`src/rtl/wshb_sdram_arbiter_if.sv`:
```
// Wishbone bus bundle shared by the SDRAM arbiter, its requesters and the SDRAM slave.
// Master drives the request side; slave drives data-back and the ack/err/rty/stall returns.
interface wshb_if #(
    parameter int DATA_BYTES = 4
) ();
    logic                    cyc;
    logic                    stb;
    logic                    we;
    logic [31:0]             adr;
    logic [8*DATA_BYTES-1:0] dat_ms;
    logic [8*DATA_BYTES-1:0] dat_sm;
    logic [DATA_BYTES-1:0]   sel;
    logic [2:0]              cti;
    logic [1:0]              bte;
    logic                    ack;
    logic                    err;
    logic                    rty;
    logic                    stall;

    modport master (
        output cyc, stb, we, adr, dat_ms, sel, cti, bte,
        input  dat_sm, ack, err, rty, stall
    );

    modport slave (
        input  cyc, stb, we, adr, dat_ms, sel, cti, bte,
        output dat_sm, ack, err, rty, stall
    );
endinterface

```
`src/rtl/wshb_sdram_arbiter.sv`:
```
// Two-requester Wishbone arbiter in front of the SDRAM slave; ownership is held for a whole cyc.
// Optional statistics outputs (ack counters, worst wait) are built when ARB_STATS_EN is defined.
//
// state    | meaning
// ---------+--------------------------------------------------
// ST_IDLE  | no owner, master side driven to zero
// ST_OWN0  | requester 0 (video reader) owns the SDRAM port
// ST_OWN1  | requester 1 (writer/host) owns the SDRAM port
module wshb_sdram_arbiter #(
    parameter int FIXED_PRIO = 0,
    parameter int DATA_BYTES = 4
) (
    input  logic        sys_clk,
    input  logic        sys_rst_n,
    wshb_if.slave       wshb_ifs0,
    wshb_if.slave       wshb_ifs1,
    wshb_if.master      wshb_ifm,
    output logic [1:0]  grant
`ifdef ARB_STATS_EN
    ,
    output logic [31:0] ack_cnt0,
    output logic [31:0] ack_cnt1,
    output logic [15:0] wait_max
`endif
);

    localparam int DATA_W = 8 * DATA_BYTES;

    typedef enum logic [1:0] {
        ST_IDLE = 2'd0,
        ST_OWN0 = 2'd1,
        ST_OWN1 = 2'd2
    } state_e;

    state_e state_q, state_d;
    logic   last_q, last_d;

    always_ff @(posedge sys_clk or negedge sys_rst_n) begin
        if (!sys_rst_n) begin
            state_q <= ST_IDLE;
            last_q  <= 1'b1;
        end else begin
            state_q <= state_d;
            last_q  <= last_d;
        end
    end

    // A tie is only possible from idle; an owner's exit can only hand over to the other side.
    always_comb begin
        state_d = state_q;
        last_d  = last_q;
        case (state_q)
            ST_IDLE: begin
                if (wshb_ifs0.cyc && wshb_ifs1.cyc) begin
                    state_d = ((FIXED_PRIO != 0) || last_q) ? ST_OWN0 : ST_OWN1;
                end else if (wshb_ifs0.cyc) begin
                    state_d = ST_OWN0;
                end else if (wshb_ifs1.cyc) begin
                    state_d = ST_OWN1;
                end
            end
            ST_OWN0: begin
                if (!wshb_ifs0.cyc) begin
                    last_d  = 1'b0;
                    state_d = wshb_ifs1.cyc ? ST_OWN1 : ST_IDLE;
                end
            end
            ST_OWN1: begin
                if (!wshb_ifs1.cyc) begin
                    last_d  = 1'b1;
                    state_d = wshb_ifs0.cyc ? ST_OWN0 : ST_IDLE;
                end
            end
            default: begin
                state_d = ST_IDLE;
            end
        endcase
    end

    always_comb begin
        grant            = 2'b00;
        wshb_ifm.cyc     = 1'b0;
        wshb_ifm.stb     = 1'b0;
        wshb_ifm.we      = 1'b0;
        wshb_ifm.adr     = 32'h0;
        wshb_ifm.dat_ms  = {DATA_W{1'b0}};
        wshb_ifm.sel     = {DATA_BYTES{1'b0}};
        wshb_ifm.cti     = 3'b000;
        wshb_ifm.bte     = 2'b00;
        wshb_ifs0.ack    = 1'b0;
        wshb_ifs0.err    = 1'b0;
        wshb_ifs0.rty    = 1'b0;
        wshb_ifs0.stall  = 1'b1;
        wshb_ifs1.ack    = 1'b0;
        wshb_ifs1.err    = 1'b0;
        wshb_ifs1.rty    = 1'b0;
        wshb_ifs1.stall  = 1'b1;
        case (state_q)
            ST_OWN0: begin
                grant           = 2'b01;
                wshb_ifm.cyc    = wshb_ifs0.cyc;
                wshb_ifm.stb    = wshb_ifs0.stb;
                wshb_ifm.we     = wshb_ifs0.we;
                wshb_ifm.adr    = wshb_ifs0.adr;
                wshb_ifm.dat_ms = wshb_ifs0.dat_ms;
                wshb_ifm.sel    = wshb_ifs0.sel;
                wshb_ifm.cti    = wshb_ifs0.cti;
                wshb_ifm.bte    = wshb_ifs0.bte;
                wshb_ifs0.ack   = wshb_ifm.ack;
                wshb_ifs0.err   = wshb_ifm.err;
                wshb_ifs0.rty   = wshb_ifm.rty;
                wshb_ifs0.stall = wshb_ifm.stall;
            end
            ST_OWN1: begin
                grant           = 2'b10;
                wshb_ifm.cyc    = wshb_ifs1.cyc;
                wshb_ifm.stb    = wshb_ifs1.stb;
                wshb_ifm.we     = wshb_ifs1.we;
                wshb_ifm.adr    = wshb_ifs1.adr;
                wshb_ifm.dat_ms = wshb_ifs1.dat_ms;
                wshb_ifm.sel    = wshb_ifs1.sel;
                wshb_ifm.cti    = wshb_ifs1.cti;
                wshb_ifm.bte    = wshb_ifs1.bte;
                wshb_ifs1.ack   = wshb_ifm.ack;
                wshb_ifs1.err   = wshb_ifm.err;
                wshb_ifs1.rty   = wshb_ifm.rty;
                wshb_ifs1.stall = wshb_ifm.stall;
            end
            default: begin
            end
        endcase
    end

    // Read data is broadcast; the non-owner never sees ack so it never consumes it.
    assign wshb_ifs0.dat_sm = wshb_ifm.dat_sm;
    assign wshb_ifs1.dat_sm = wshb_ifm.dat_sm;

`ifdef ARB_STATS_EN
    logic [31:0] ack_cnt0_q, ack_cnt0_d;
    logic [31:0] ack_cnt1_q, ack_cnt1_d;
    logic [15:0] wait0_q, wait0_d;
    logic [15:0] wait1_q, wait1_d;
    logic [15:0] wait_max_q, wait_max_d;

    always_comb begin
        ack_cnt0_d = ack_cnt0_q;
        ack_cnt1_d = ack_cnt1_q;
        wait0_d    = 16'd0;
        wait1_d    = 16'd0;
        wait_max_d = wait_max_q;
        if ((state_q == ST_OWN0) && wshb_ifm.ack) begin
            ack_cnt0_d = ack_cnt0_q + 32'd1;
        end
        if ((state_q == ST_OWN1) && wshb_ifm.ack) begin
            ack_cnt1_d = ack_cnt1_q + 32'd1;
        end
        if (wshb_ifs0.cyc && (state_q != ST_OWN0)) begin
            wait0_d = (wait0_q == 16'hFFFF) ? wait0_q : wait0_q + 16'd1;
        end
        if (wshb_ifs1.cyc && (state_q != ST_OWN1)) begin
            wait1_d = (wait1_q == 16'hFFFF) ? wait1_q : wait1_q + 16'd1;
        end
        if (wait0_d > wait_max_d) begin
            wait_max_d = wait0_d;
        end
        if (wait1_d > wait_max_d) begin
            wait_max_d = wait1_d;
        end
    end

    always_ff @(posedge sys_clk or negedge sys_rst_n) begin
        if (!sys_rst_n) begin
            ack_cnt0_q <= 32'd0;
            ack_cnt1_q <= 32'd0;
            wait0_q    <= 16'd0;
            wait1_q    <= 16'd0;
            wait_max_q <= 16'd0;
        end else begin
            ack_cnt0_q <= ack_cnt0_d;
            ack_cnt1_q <= ack_cnt1_d;
            wait0_q    <= wait0_d;
            wait1_q    <= wait1_d;
            wait_max_q <= wait_max_d;
        end
    end

    assign ack_cnt0 = ack_cnt0_q;
    assign ack_cnt1 = ack_cnt1_q;
    assign wait_max = wait_max_q;
`endif

endmodule

```
`src/flat_wrapper.sv`:
```
// flat-port wrapper written by rule: the top's interface ports become plain ports
module wshb_sdram_arbiter_flat 
#(
    parameter int FIXED_PRIO = 0,
    parameter int DATA_BYTES = 4
)
  (sys_clk, sys_rst_n, grant, wshb_ifs0_cyc, wshb_ifs0_stb, wshb_ifs0_we, wshb_ifs0_adr, wshb_ifs0_dat_ms, wshb_ifs0_sel, wshb_ifs0_cti, wshb_ifs0_bte, wshb_ifs0_dat_sm, wshb_ifs0_ack, wshb_ifs0_err, wshb_ifs0_rty, wshb_ifs0_stall, wshb_ifs1_cyc, wshb_ifs1_stb, wshb_ifs1_we, wshb_ifs1_adr, wshb_ifs1_dat_ms, wshb_ifs1_sel, wshb_ifs1_cti, wshb_ifs1_bte, wshb_ifs1_dat_sm, wshb_ifs1_ack, wshb_ifs1_err, wshb_ifs1_rty, wshb_ifs1_stall, wshb_ifm_cyc, wshb_ifm_stb, wshb_ifm_we, wshb_ifm_adr, wshb_ifm_dat_ms, wshb_ifm_sel, wshb_ifm_cti, wshb_ifm_bte, wshb_ifm_dat_sm, wshb_ifm_ack, wshb_ifm_err, wshb_ifm_rty, wshb_ifm_stall);
  wshb_if #(.DATA_BYTES(DATA_BYTES)) wshb_ifs0_i ();
  wshb_if #(.DATA_BYTES(DATA_BYTES)) wshb_ifs1_i ();
  wshb_if #(.DATA_BYTES(DATA_BYTES)) wshb_ifm_i ();
  input  logic sys_clk;
  input  logic sys_rst_n;
  output logic [1:0] grant;
  input wire logic [$bits(wshb_ifs0_i.cyc)-1:0] wshb_ifs0_cyc;
  input wire logic [$bits(wshb_ifs0_i.stb)-1:0] wshb_ifs0_stb;
  input wire logic [$bits(wshb_ifs0_i.we)-1:0] wshb_ifs0_we;
  input wire logic [$bits(wshb_ifs0_i.adr)-1:0] wshb_ifs0_adr;
  input wire logic [$bits(wshb_ifs0_i.dat_ms)-1:0] wshb_ifs0_dat_ms;
  input wire logic [$bits(wshb_ifs0_i.sel)-1:0] wshb_ifs0_sel;
  input wire logic [$bits(wshb_ifs0_i.cti)-1:0] wshb_ifs0_cti;
  input wire logic [$bits(wshb_ifs0_i.bte)-1:0] wshb_ifs0_bte;
  output wire logic [$bits(wshb_ifs0_i.dat_sm)-1:0] wshb_ifs0_dat_sm;
  output wire logic [$bits(wshb_ifs0_i.ack)-1:0] wshb_ifs0_ack;
  output wire logic [$bits(wshb_ifs0_i.err)-1:0] wshb_ifs0_err;
  output wire logic [$bits(wshb_ifs0_i.rty)-1:0] wshb_ifs0_rty;
  output wire logic [$bits(wshb_ifs0_i.stall)-1:0] wshb_ifs0_stall;
  input wire logic [$bits(wshb_ifs1_i.cyc)-1:0] wshb_ifs1_cyc;
  input wire logic [$bits(wshb_ifs1_i.stb)-1:0] wshb_ifs1_stb;
  input wire logic [$bits(wshb_ifs1_i.we)-1:0] wshb_ifs1_we;
  input wire logic [$bits(wshb_ifs1_i.adr)-1:0] wshb_ifs1_adr;
  input wire logic [$bits(wshb_ifs1_i.dat_ms)-1:0] wshb_ifs1_dat_ms;
  input wire logic [$bits(wshb_ifs1_i.sel)-1:0] wshb_ifs1_sel;
  input wire logic [$bits(wshb_ifs1_i.cti)-1:0] wshb_ifs1_cti;
  input wire logic [$bits(wshb_ifs1_i.bte)-1:0] wshb_ifs1_bte;
  output wire logic [$bits(wshb_ifs1_i.dat_sm)-1:0] wshb_ifs1_dat_sm;
  output wire logic [$bits(wshb_ifs1_i.ack)-1:0] wshb_ifs1_ack;
  output wire logic [$bits(wshb_ifs1_i.err)-1:0] wshb_ifs1_err;
  output wire logic [$bits(wshb_ifs1_i.rty)-1:0] wshb_ifs1_rty;
  output wire logic [$bits(wshb_ifs1_i.stall)-1:0] wshb_ifs1_stall;
  output wire logic [$bits(wshb_ifm_i.cyc)-1:0] wshb_ifm_cyc;
  output wire logic [$bits(wshb_ifm_i.stb)-1:0] wshb_ifm_stb;
  output wire logic [$bits(wshb_ifm_i.we)-1:0] wshb_ifm_we;
  output wire logic [$bits(wshb_ifm_i.adr)-1:0] wshb_ifm_adr;
  output wire logic [$bits(wshb_ifm_i.dat_ms)-1:0] wshb_ifm_dat_ms;
  output wire logic [$bits(wshb_ifm_i.sel)-1:0] wshb_ifm_sel;
  output wire logic [$bits(wshb_ifm_i.cti)-1:0] wshb_ifm_cti;
  output wire logic [$bits(wshb_ifm_i.bte)-1:0] wshb_ifm_bte;
  input wire logic [$bits(wshb_ifm_i.dat_sm)-1:0] wshb_ifm_dat_sm;
  input wire logic [$bits(wshb_ifm_i.ack)-1:0] wshb_ifm_ack;
  input wire logic [$bits(wshb_ifm_i.err)-1:0] wshb_ifm_err;
  input wire logic [$bits(wshb_ifm_i.rty)-1:0] wshb_ifm_rty;
  input wire logic [$bits(wshb_ifm_i.stall)-1:0] wshb_ifm_stall;
  assign wshb_ifs0_i.cyc = wshb_ifs0_cyc;
  assign wshb_ifs0_i.stb = wshb_ifs0_stb;
  assign wshb_ifs0_i.we = wshb_ifs0_we;
  assign wshb_ifs0_i.adr = wshb_ifs0_adr;
  assign wshb_ifs0_i.dat_ms = wshb_ifs0_dat_ms;
  assign wshb_ifs0_i.sel = wshb_ifs0_sel;
  assign wshb_ifs0_i.cti = wshb_ifs0_cti;
  assign wshb_ifs0_i.bte = wshb_ifs0_bte;
  assign wshb_ifs0_dat_sm = wshb_ifs0_i.dat_sm;
  assign wshb_ifs0_ack = wshb_ifs0_i.ack;
  assign wshb_ifs0_err = wshb_ifs0_i.err;
  assign wshb_ifs0_rty = wshb_ifs0_i.rty;
  assign wshb_ifs0_stall = wshb_ifs0_i.stall;
  assign wshb_ifs1_i.cyc = wshb_ifs1_cyc;
  assign wshb_ifs1_i.stb = wshb_ifs1_stb;
  assign wshb_ifs1_i.we = wshb_ifs1_we;
  assign wshb_ifs1_i.adr = wshb_ifs1_adr;
  assign wshb_ifs1_i.dat_ms = wshb_ifs1_dat_ms;
  assign wshb_ifs1_i.sel = wshb_ifs1_sel;
  assign wshb_ifs1_i.cti = wshb_ifs1_cti;
  assign wshb_ifs1_i.bte = wshb_ifs1_bte;
  assign wshb_ifs1_dat_sm = wshb_ifs1_i.dat_sm;
  assign wshb_ifs1_ack = wshb_ifs1_i.ack;
  assign wshb_ifs1_err = wshb_ifs1_i.err;
  assign wshb_ifs1_rty = wshb_ifs1_i.rty;
  assign wshb_ifs1_stall = wshb_ifs1_i.stall;
  assign wshb_ifm_cyc = wshb_ifm_i.cyc;
  assign wshb_ifm_stb = wshb_ifm_i.stb;
  assign wshb_ifm_we = wshb_ifm_i.we;
  assign wshb_ifm_adr = wshb_ifm_i.adr;
  assign wshb_ifm_dat_ms = wshb_ifm_i.dat_ms;
  assign wshb_ifm_sel = wshb_ifm_i.sel;
  assign wshb_ifm_cti = wshb_ifm_i.cti;
  assign wshb_ifm_bte = wshb_ifm_i.bte;
  assign wshb_ifm_i.dat_sm = wshb_ifm_dat_sm;
  assign wshb_ifm_i.ack = wshb_ifm_ack;
  assign wshb_ifm_i.err = wshb_ifm_err;
  assign wshb_ifm_i.rty = wshb_ifm_rty;
  assign wshb_ifm_i.stall = wshb_ifm_stall;
  wshb_sdram_arbiter #(.FIXED_PRIO(FIXED_PRIO), .DATA_BYTES(DATA_BYTES)) u_core (.sys_clk(sys_clk), .sys_rst_n(sys_rst_n), .wshb_ifs0(wshb_ifs0_i), .wshb_ifs1(wshb_ifs1_i), .wshb_ifm(wshb_ifm_i), .grant(grant));
endmodule
```
`config.mk`:
```
export PLATFORM = sky130hd
export DESIGN_NAME = wshb_sdram_arbiter_flat
export DESIGN_NICKNAME = d
export VERILOG_FILES = /design/src/rtl/wshb_sdram_arbiter_if.sv /design/src/rtl/wshb_sdram_arbiter.sv /design/src/flat_wrapper.sv
export SDC_FILE = /design/constraint.sdc
export NUM_CORES = 1
export LEC_CHECK = 0
export ABC_CLOCK_PERIOD_IN_PS = 1300
export BUFFER_PORTS_ARGS = -buffer_cell sky130_fd_sc_hd__buf_4
export CAP_MARGIN = 15
export CORE_AREA = 4 4 129 131
export CTS_CLUSTER_SIZE = 8
export DETAILED_ROUTE_END_ITERATION = 10
export DIE_AREA = 0 0 133 135
export PLACE_DENSITY_LB_ADDON = 0.12
export SYNTH_ARGS = -nofsm -noshare
export SYNTH_HDL_FRONTEND = slang
export SYNTH_SLANG_ARGS = --single-unit
```
`constraint.sdc`:
```
create_clock -name sys_clk -period 1.3 [get_ports sys_clk]
set_input_delay 0.13 -clock sys_clk [delete_from_list [all_inputs] [get_ports sys_clk]]
set_output_delay 0.13 -clock sys_clk [all_outputs]
set_load 0.01 [all_outputs]
```
# Word-level counts from Yosys, hierarchy flattened
# Index checks and enable logic that the tools add are counted.
# W data, S select, Z words.
# op_classes
n_eq_ne	5
muxes	29
n_reduce_logical	5
# ops
operator	n
$pmux W32 S2	2
$mux W2	7
$mux W1	11
$pmux W1 S2	4
$pmux W2 S2	2
$pmux W4 S2	1
$pmux W2 S3	1
$pmux W3 S2	1
$reduce_and A3 Y1	2
$ne A2 B2 Y1 const B	2
$ne A4 B3 Y1 const B	1
$eq A2 B1 Y1 const B	1
$eq A2 B2 Y1 const B	1
$logic_not A2 Y1	1
$reduce_bool A2 Y1	1
$logic_and A1 B1 Y1	1
# word_totals
reg_bits	3
in_bits	190
out_inout_bits	150
wordCells	41

# Depth between registers and ports, before layout
# depth
word_depth	4
mapped_depth	6
depth_no_buf	5

# Worst setup path after synthesis
# Ideal clock, no wire load.
# synth_timing
kind	register -> output
startpoint	reg u_core.state_q[0]
endpoint	out wshb_ifm_adr[18]
arrival_time_ns	1.379
path_slack_ns	-0.209
stages_incl_launch_ff	7
path_buffers	2
path_cell_list	dfrtp_1 -> inv_1 -> ha_1 -> buf_2 -> buf_2 -> a22oi_1 -> nor2b_1
# synth_between
elab_chain_len	2
elab_cells_between_ends	3
classes_between	2 x eq/ne; 1 x mux
# synth_lines
item	line_no	source
start, declared	wshb_sdram_arbiter.sv:35	state_e state_q, state_d;
start signal, assigned	wshb_sdram_arbiter.sv:43	state_q <= state_d;
$eq A2 B2 Y1 / $eq A2 B1 Y1 (equally long branches)	wshb_sdram_arbiter.sv:98	case (state_q)
$pmux W32 S2 (*)	wshb_sdram_arbiter.sv:98	
end, declared	flat_wrapper.sv:43	output wire logic [$bits(wshb_ifm_i.adr)-1:0] wshb_ifm_adr;
# Mark *: on every way between the ends. The rest lies on a longest branch, timed or not.

# Worst setup path after layout
# layout_timing
startpoint	reg u_core.state_q[1]
endpoint	out wshb_ifm_adr[29]
# Same word-level chain as after synthesis.

==> flow_summary.json <==
{
  "grt_setup_unrepaired": "true",
  "synth_ff_type": "dfrtp_1",
  "grt_pass1_vias": 2665,
  "cts.htree.levels": 1,
  "layout.cell_area.non_filler_sq_um": 4330,
  "finalHoldViolCount": 0,
  "synth_edf_count": 0,
  "gp_weighted_congestion": 0.788,
  "tritoncts_clock_tree": "built",
  "avgRoutedWirePerCell_um": 16.0,
  "floorplan.io_pins": 340,
  "syn_to_layout_area_delta_pct": 119,
  "via_per_inst": 3.95,
  "antennaDiodeCount": 0,
  "netlist.area_leader.share": 0.289,
  "synth_nets": 475,
  "depth_of_the_worst_register_to_register_path": 6,
  "setup_viol_count_final": 88,
  "power_density_nw_per_um2": 1930,
  "outcome": "finished, violations left",
  "use_met2": 0.205,
  "dp_hpwl_mm": 8.35,
  "ys_types": 24,
  "tritoncts.num_buffers": 3,
  "drcViolationCount": 0,
  "clock_skew_ns": 0.00182,
  "synth-seq-area-share": 0.0386,
  "p_leak_nw": 1.94,
  "min_path_type": "input pin to async pin",
  "clkSlewWorstSetupHoldPaths_ns": 0.03,
  "timing.final.max_slew_violations": 0,
  "violations": "negative setup slack",
  "path_class": "flip-flop to output pin",
  "setup_tns_ns": -34.56,
  "regToRegSetupSlack_ns": -0.29,
  "postPlaceCellArea_sq_um": 3890,
  "placeableCoreArea_sq_um": 15600,
  "r2r_start": "u_core.state_q[0]",
  "drive_above_1_share": 0.760,
  "track_usage": 0.105,
  "final_nets": 663,
  "grt_max_degree": 32,
  "timing.critical_path.to_type": "output pin",
  "grt_first_pass_wirelength_mm": 15.2,
  "synthesis.area_sq_um": 1980,
  "die-area_sq_um": 18000,
  "max_cap_violations": 0,
  "final_critical_path_setup_slack_ns": -0.461,
  "grt.busiest_layer": "met2",
  "initial_antenna_violation_count": 0,
  "total_of_flip_flops_plus_latches_after_synthesis": 3,
  "grt_overflow_total": 0,
  "yosysTopAreaCell": "a22oi_1",
  "drt_first_pass_iters": 4,
  "worstSkewPairLatency_ns": 0.23,
  "layout.filler_cells": 1700,
  "finalWorstPathRequiredPeriod_ns": 1.76,
  "min_period_over_period": 1.35,
  "drt-total-wl_mm": 10.9,
  "floorplan.initialDensity": 0.127,
  "avgSynthCellArea_sq_um": 7.08,
  "cts-root-buf": "clkbuf_16",
  "timing.critical_path.arrival_ns": 1.63,
  "initialDrtViolationCount": 65,
  "ir_worst_vdd_mv": 1.09,
  "met1_usage_grt": 0.111,
  "critical_path.startpoint_type": "flip-flop",
  "vias": 2696,
  "timing.rr.end": "u_core.state_q[0]",
  "asyncSetResetFlopFracSynth": 1.00,
  "max_slew.worst_pin.slew_ns": 0.270,
  "max_clock_freq_mhz": 568,
  "chipWidth_um": 133,
  "largest_buffer_count_on_any_clock_path": 2,
  "row_count": 46,
  "slew_headroom": 0.820,
  "die_height_um": 135,
  "postRouteAntennaNets": 0,
  "netlist_top_cells_area": "a22oi_1, buf_4, nor2b_1, ha_1, buf_2",
  "cp.required_ns": 1.17,
  "critPathMaxFanout": 15,
  "ys.warnings.count": 0,
  "cts_num_sinks": 3,
  "synth_cells": 279,
  "global_route.usage.met3": 0.0257,
  "io_buffers": 243,
  "crit_start": "u_core.state_q[1]"
}
-- how the worst max path moves through the flow --
stage / end / slack, ns
detailed placement: wshb_ifm_adr[29] / -0.27
floorplan: wshb_ifm_dat_ms[18] / -0.10
global route: wshb_ifm_dat_ms[8] / -0.54
CTS: wshb_ifm_dat_ms[10] / -0.46
global placement: wshb_ifm_adr[10] / -0.25
finish: wshb_ifm_adr[29] / -0.46
-- cell usage in the layout, fill, tap and decap left out, types with 2 or more instances in the layout --
cell type,count
a21oi_1,3
a22oi_1,52
a22oi_2,24
a41o_1,2
and2_1,3
and2_4,3
buf_12,9
buf_16,2
buf_4,244
buf_6,15
clkbuf_16,4
ha_1,2
ha_4,4
inv_1,2
nor2_1,2
nor2b_1,36
nor2b_2,35
nor2b_4,6
-- cell type report --
cell class,count,area (sq um),share of cell area
well taps,216,270,0.0624
flip-flops and latches,3,77.6,0.0179
multi-input cells,182,1600,0.370
repair buffers,273,2290,0.528
clock buffers,4,78.8,0.0182
inverters,4,17.5,0.00404
-- critical path, stage by stage (launching register included) --
cell	delay, ns
dfrtp_2	0.44
buf_6	0.13
ha_4	0.21
clkbuf_16	0.20
a22oi_2	0.22
nor2b_2	0.06
buf_4	0.14
-- flip-flops by register name (all words and copies together) (netlist names) --
name and flops:
u_core.last_q 1, u_core.state_q 2
-- synth_stat cells, drive strengths merged, types with 2 or more instances --
cell type and instances:
ha 6, a41o 2, a21oi 3, nor2 2, dfrtp 2, and2 6
buf 80, nor2b 77, inv 4, a22oi 76, clkbuf 10, nand2b 2
-- where the power goes --
part / switching (mW) / internal, mW
sequential: 0.0566 / 0.153
clock: 0.0892 / 0.405
combinational: 3.35 / 4.33
total: 3.49 / 4.89
-- routing by layer --
layer | vias to the layer above | part of all wire
li1 | 1298 | -
met1 | 1254 | 0.35
met2 | 124 | 0.56
met3 | 20 | 0.072
met4 | 0 | 0.022
met5 | - | 0
-- through the flow --
step / cells / hold slack, ns / setup WS [ns] / power (mW) / util
final: 682 / 0.234 / -0.461 / 8.38 / 0.278
after global routing: 682 / 0.245 / -0.541 / 8.99 / 0.278
after CTS: 680 / 0.235 / -0.455 / 8.22 / 0.269
after detailed placement: 670 / -0.0715 / -0.271 / 6.95 / 0.250
after global placement: 670 / -0.0743 / -0.246 / 6.94 / 0.250
after floorplan: 279 / -0.166 / -0.101 / 4.25 / -
-- cells by family after synthesis --
group                    synth area share
AO/OA/AOI/OAI                       0.327
buffers and inverters               0.312
flip-flops                         0.0386
AND/OR/NAND/NOR                     0.284
adder cells (fa/ha/maj)            0.0380
-- what timing repair did --
item | in CTS | in global routing
setup buffers | 3 | 3
pin swaps | 2 | 3
hold buffers | 1 | 0
cloned | 2 | 1
setup endpoints to repair | 89 | 89
gates resized for setup | 28 | 24
hold endpoints to repair | 3 | 0
No activity file was read; power rests on OpenSTA's default activity.
